**src/rtl/stt_pkg.sv**
```systemverilog
// Shared types and constants for the speed_to_timing engine arbiter.
package stt_pkg;

  localparam int unsigned NUM_AXES = 5;
  localparam int unsigned DATA_W   = 32;
  localparam int unsigned CNT_W    = 16;

  // Result word positions inside res_params / eng_params
  localparam int unsigned P_N     = 0;
  localparam int unsigned P_NN    = 1;
  localparam int unsigned P_T0    = 2;
  localparam int unsigned P_TNA   = 3;
  localparam int unsigned P_DELTA = 4;

  typedef enum logic [1:0] {
    IDLE = 2'd0,
    WAIT = 2'd1,
    GAP  = 2'd2
  } state_e;

  typedef struct packed {
    logic [DATA_W-1:0] num;
    logic [DATA_W-1:0] speed;
    logic [DATA_W-1:0] accel;
    logic [DATA_W-1:0] jerk;
  } eng_ops_t;

  typedef logic [NUM_AXES-1:0][DATA_W-1:0] params_t;

endpackage

```
**src/rtl/rr_pick.sv**
```systemverilog
// Combinational round-robin picker: first set request at or after last_grant+1.
module rr_pick #(
  parameter int unsigned NUM_REQ = 5,
  parameter int unsigned IDX_W   = 3
) (
  input  logic [NUM_REQ-1:0] req,
  input  logic [IDX_W-1:0]   last_grant,
  output logic               grant_valid,
  output logic [IDX_W-1:0]   grant_idx
);

  int unsigned cand;

  always_comb begin
    grant_valid = 1'b0;
    grant_idx   = '0;
    cand        = 0;
    for (int unsigned k = 1; k <= NUM_REQ; k++) begin
      cand = (32'(last_grant) + k) % NUM_REQ;
      if (!grant_valid && req[IDX_W'(cand)]) begin
        grant_valid = 1'b1;
        grant_idx   = IDX_W'(cand);
      end
    end
  end

endmodule

```
**src/rtl/stt_arbiter.sv**
```systemverilog
// Round-robin arbiter sharing one speed_to_timing engine among NUM_REQ requesters,
// with a wait timeout and an enforced idle gap between engine jobs.
module stt_arbiter
  import stt_pkg::*;
#(
  parameter int unsigned NUM_REQ    = 5,
  parameter int unsigned GAP_CYCLES = 20,
  parameter int unsigned TIMEOUT    = 65535
) (
  input  logic                           clk,
  input  logic                           reset,
  input  logic [NUM_REQ-1:0]             req,
  input  logic [NUM_REQ-1:0][DATA_W-1:0] req_num,
  input  logic [NUM_REQ-1:0][DATA_W-1:0] req_speed,
  input  logic [NUM_REQ-1:0][DATA_W-1:0] req_accel,
  input  logic [NUM_REQ-1:0][DATA_W-1:0] req_jerk,
  output logic [NUM_REQ-1:0]             done,
  output logic [NUM_REQ-1:0]             err,
  output params_t                        res_params,
  output logic                           busy,
  output logic                           eng_start,
  output logic [DATA_W-1:0]              eng_num,
  output logic [DATA_W-1:0]              eng_speed,
  output logic [DATA_W-1:0]              eng_accel,
  output logic [DATA_W-1:0]              eng_jerk,
  input  params_t                        eng_params,
  input  logic                           eng_finish
);

  localparam int unsigned IDX_W = (NUM_REQ > 1) ? $clog2(NUM_REQ) : 1;
  localparam logic [CNT_W-1:0] WAIT_LAST = CNT_W'(TIMEOUT - 1);
  // A zero gap still spends one cycle in GAP
  localparam logic [CNT_W-1:0] GAP_LAST  = (GAP_CYCLES == 0) ? '0 : CNT_W'(GAP_CYCLES - 1);

  state_e               state_q, state_d;
  logic [IDX_W-1:0]     last_grant_q, last_grant_d;
  logic [CNT_W-1:0]     wait_cnt_q, wait_cnt_d;
  logic [CNT_W-1:0]     gap_cnt_q, gap_cnt_d;
  eng_ops_t             ops_q, ops_d;
  params_t              res_q, res_d;
  logic                 start_q, start_d;
  logic                 busy_q, busy_d;
  logic [NUM_REQ-1:0]   done_q, done_d;
  logic [NUM_REQ-1:0]   err_q, err_d;

  logic                 grant_valid;
  logic [IDX_W-1:0]     grant_idx;

  rr_pick #(
    .NUM_REQ (NUM_REQ),
    .IDX_W   (IDX_W)
  ) u_rr_pick (
    .req         (req),
    .last_grant  (last_grant_q),
    .grant_valid (grant_valid),
    .grant_idx   (grant_idx)
  );

  // Next-state and registered-output logic
  always_comb begin
    state_d      = state_q;
    last_grant_d = last_grant_q;
    wait_cnt_d   = wait_cnt_q;
    gap_cnt_d    = gap_cnt_q;
    ops_d        = ops_q;
    res_d        = res_q;
    start_d      = start_q;
    done_d       = '0;
    err_d        = '0;

    unique case (state_q)
      IDLE: begin
        if (grant_valid) begin
          state_d      = WAIT;
          last_grant_d = grant_idx;
          ops_d.num    = req_num[grant_idx];
          ops_d.speed  = req_speed[grant_idx];
          ops_d.accel  = req_accel[grant_idx];
          ops_d.jerk   = req_jerk[grant_idx];
          start_d      = 1'b1;
          wait_cnt_d   = '0;
        end
      end
      WAIT: begin
        // Finish takes priority over a timeout in the same cycle
        if (eng_finish) begin
          res_d                = eng_params;
          done_d[last_grant_q] = 1'b1;
          start_d              = 1'b0;
          gap_cnt_d            = '0;
          state_d              = GAP;
        end else if (wait_cnt_q == WAIT_LAST) begin
          err_d[last_grant_q]  = 1'b1;
          start_d              = 1'b0;
          gap_cnt_d            = '0;
          state_d              = GAP;
        end else begin
          wait_cnt_d = wait_cnt_q + CNT_W'(1);
        end
      end
      GAP: begin
        if (gap_cnt_q == GAP_LAST && !eng_finish) begin
          state_d = IDLE;
        end else if (gap_cnt_q != GAP_LAST) begin
          gap_cnt_d = gap_cnt_q + CNT_W'(1);
        end
      end
      default: state_d = IDLE;
    endcase

    busy_d = (state_d != IDLE);
  end

  always_ff @(posedge clk or negedge reset) begin
    if (!reset) begin
      state_q      <= IDLE;
      last_grant_q <= IDX_W'(NUM_REQ - 1);
      wait_cnt_q   <= '0;
      gap_cnt_q    <= '0;
      ops_q        <= '0;
      res_q        <= '0;
      start_q      <= 1'b0;
      busy_q       <= 1'b0;
      done_q       <= '0;
      err_q        <= '0;
    end else begin
      state_q      <= state_d;
      last_grant_q <= last_grant_d;
      wait_cnt_q   <= wait_cnt_d;
      gap_cnt_q    <= gap_cnt_d;
      ops_q        <= ops_d;
      res_q        <= res_d;
      start_q      <= start_d;
      busy_q       <= busy_d;
      done_q       <= done_d;
      err_q        <= err_d;
    end
  end

  assign done       = done_q;
  assign err        = err_q;
  assign res_params = res_q;
  assign busy       = busy_q;
  assign eng_start  = start_q;
  assign eng_num    = ops_q.num;
  assign eng_speed  = ops_q.speed;
  assign eng_accel  = ops_q.accel;
  assign eng_jerk   = ops_q.jerk;

endmodule

```
**config.mk**
```make
export PLATFORM = sky130hd
export DESIGN_NAME = stt_arbiter
export DESIGN_NICKNAME = d
export VERILOG_FILES = /design/src/rtl/stt_pkg.sv /design/src/rtl/rr_pick.sv /design/src/rtl/stt_arbiter.sv
export SDC_FILE = /design/constraint.sdc
export NUM_CORES = 1
export LEC_CHECK = 0
export BUFFER_PORTS_ARGS = -buffer_cell sky130_fd_sc_hd__buf_2
export CORE_AREA = 2 2 431 433
export DETAILED_ROUTE_END_ITERATION = 6
export DIE_AREA = 0 0 433 435
export PLACE_DENSITY_LB_ADDON = 0.3
export SETUP_SLACK_MARGIN = 0.4
export SLEW_MARGIN = 40
export SYNTH_ARGS = -nofsm -noshare
export SYNTH_HDL_FRONTEND = slang
export SYNTH_HIERARCHICAL = 1
export SYNTH_SLANG_ARGS = --single-unit
export TNS_END_PERCENT = 5
```
**constraint.sdc**
```tcl
create_clock -name clk -period 7.2 [get_ports clk]
set_clock_uncertainty 0.2 [all_clocks]
set_input_delay 2.16 -clock clk [delete_from_list [all_inputs] [get_ports clk]]
set_output_delay 2.16 -clock clk [all_outputs]
set_load 0.05 [all_outputs]
```
==> results.toml <==
[run_status]
status = "complete, no violations"

[cells_and_area]
fin_util_pct = 16.0
syn_to_final_growth_pct = 56.8
layout.cells.non_filler = 5181
nFillCells = 20700
drive_gt1_share_pct = 59.1
nets = 3477

[global_route]
grt_max_degree = 125
overflow = 0
grt_pass1_vias = 19100
track_usage_pct = 13.7
grt_pass1_wl_mm = 176
antenna_found_initial = 92

[sta]
setup_viol = 0
fin_hold_ws_ns = 0.298
rsz0062_at_grt = "false"
maxSlewViolCount = 0
tns_ns = 0
hold_violations = 0
finalCritPeriodShare_pct = 86.0
worst_pin_slew_ns = 0.818
timing.fmax_mhz = 162
max_slew_margin_pct = 45.5
fin_crit_ns = 6.19

[drt]
antenna_left = 0
wire_per_inst_um = 25.6
via_per_inst = 3.65
drc = 0
routed_wl_mm = 133
first_iter_violations = 1178
vias = 18900
firstDrtPassIters = 5

[clock_network]
cts_root_buffer = "clkbuf_16"
insertion_delay_ns = 0.68
clk_pin_slew_ns = 0.06
clockBufferDepth = 3
cts_buffers = 52
cts_tree = "yes"
cts-htree-levels = 2
cts_sinks = 337
post-cts-setup-buffers = 0
cts-hold-fix-buffers = 0
cts_resized = 0

[critical_path]
cp-startpoint = "last_grant_q[0]"
slowest_delay_ns = 0.55
cp_common_cell = "ha_1"
crit_required_ns = 7.54
crit_type = "reg -> reg"
arrival_ns = 6.54
slowest_stage = "dfrtp_1"
end_kind = "flip-flop"
r2r-start = "last_grant_q[0]"
worstPathMaxFanout = 43
crit_chain = "ha_1, xnor2_4, inv_2, ha_1, nor2_1, a21boi_0, xnor2_1, ha_1, nand2b_1, a21oi_2, mux2i_1, nor4b_1, o21bai_1, a21o_1, a31oi_1, inv_6, buf_4, buf_4, a221oi_1, nor2_1"
start_kind = "flip-flop"

[die]
die_y_um = 435
die-area_mm2 = 0.188
core.rowCount = 158
pin_count = 1108
fp.dieW_um = 433
start_util_pct = 10.2
core-area_mm2 = 0.184

[logic_synthesis]
ys_ff_latch = 337
synth_area_mm2 = 0.0187
yosysWarnings = 6
ys.flop_type = "dfrtp_1"
synth_fp_nets = 2395
seq_area_frac_synth_pct = 45.0
avgSynthCellArea_um2 = 12.0
ys_types = 83
syn_inst = 1557
async_flop_share_pct = 100
synth_edf_count = 0

[place]
dp_hpwl_mm = 110
numPortBuffers = 1107
placed_cells = 5063
gp_congestion = 1.04

[worst_hold_path]
min_from = "res_params[42]"
hp-class = "reg -> reg"

[run]
max-cap-violations = 0
## synth_stat cells (19+ instances only)
library cell | n | area, um2
dfrtp_1 | 336 | 8410
nor2_1 | 278 | 1040
mux2_2 | 164 | 1850
mux4_2 | 131 | 2950
a221oi_1 | 128 | 1120
clkbuf_1 | 91 | 342
a21oi_1 | 34 | 170
nand2_1 | 30 | 113
ha_1 | 29 | 363
inv_1 | 25 | 93.8
buf_2 | 22 | 110
nand3_1 | 21 | 105
o21ai_0 | 20 | 100
o31ai_1 | 19 | 143
## path summary, 6_finish.rpt
| check | to | slack (ns) | cells past startpoint |
|---|---|---|---|
| min | res_params[42] | 0.30 | 1 |
| min in group asynchronous | res_params[116] | 1.28 | 1 |
| max reg2reg | eng_accel[18] | 1.01 | 20 |
| max | eng_accel[18] | 1.01 | 20 |
| min reg2reg | res_params[42] | 0.30 | 1 |
| max in group asynchronous | eng_speed[17] | 4.09 | 3 |
## stage by stage
stage / setup WS (ns) / area (um2)
3_5_place_dp: 1.03 / 27400
4_1_cts: 0.950 / 29300
3_3_place_gp: 1.11 / 27400
5_1_grt: 0.413 / 29400
2_1_floorplan: 1.54 / 18700
6_report: 1.01 / 29400
## registers in the layout, indices dropped and copies added, names as in the netlist
name / cells
gap_cnt_q: 16
eng_speed: 32
state_q: 2
res_params: 160
eng_accel: 32
wait_cnt_q: 16
eng_jerk: 32
done: 5
eng_start: 1
last_grant_q: 3
eng_num: 32
err: 5
busy: 1
## routing by layer
metal  vias to the layer above  share of wire (%)  global-route usage [%]
met4                        40                2.1                    2.86
met1                      9654                 41                    17.2
met3                       213                6.9                    3.11
met5                         -               0.19                       0
met2                       803                 50                    23.7
li1                       8181                  -                       -
## layout by cell type, fill, tap and decap left out, drive strengths merged, types with 4 or more instances in the layout
cell and n:
a21boi 4, a21o 10, a21oi 37, a221oi 128, a31oi 11, and3 4
and4 6, buf 1160, bufinv 6, clkbuf 70, clkinv 13, clkinvlp 6
dfrtp 336, diode 19, ha 29, inv 29, mux2 165, mux2i 9
mux4 131, nand2 30, nand2b 10, nand3 21, nand4 16, nor2 278
nor2b 5, nor3 14, nor4 10, o211a 4, o211ai 7, o21a 4
o21ai 23, o31ai 19, or2 4, or4 17, xnor2 8
## layout make-up
class | instances | area [um2] | area share, %
Sequential cell | 337 | 8430 | 28.7
Timing Repair Buffer | 1160 | 6130 | 20.8
Clock buffer | 70 | 1500 | 5.10
Clock inverter | 27 | 388 | 1.32
Inverter | 27 | 106 | 0.362
Tap cell | 2480 | 3100 | 10.6
Antenna cell | 19 | 47.5 | 0.162
Multi-Input combinational cell | 1061 | 9690 | 33.0
## worst max-delay path, delay by kind of cell (launching register included)
kind / cells / cell delay (ns)
simple gates: 4 / 0.84
flops: 1 / 0.55
compound gates: 6 / 1.43
mux: 1 / 0.17
xor+xnor: 2 / 0.68
buf+inv: 4 / 1.08
fa+ha+maj: 3 / 0.94
## logic make-up (layout without fill, tap and decap cells)
kind of cell / Yosys count / in the layout / share of synthesized area [%]
mux: 305 / 305 / 26.2
xor+xnor: 9 / 9 / 0.561
compound gates: 285 / 285 / 11.9
buf+inv: 159 / 1284 / 3.73
flops: 337 / 337 / 45.0
other cells: 0 / 19 / 0
fa+ha+maj: 30 / 30 / 2.04
simple gates: 432 / 432 / 10.6
Power is left out: the tool's default activity adds up to more than one toggle a clock period on the data nets, which glitch-free logic cannot reach.
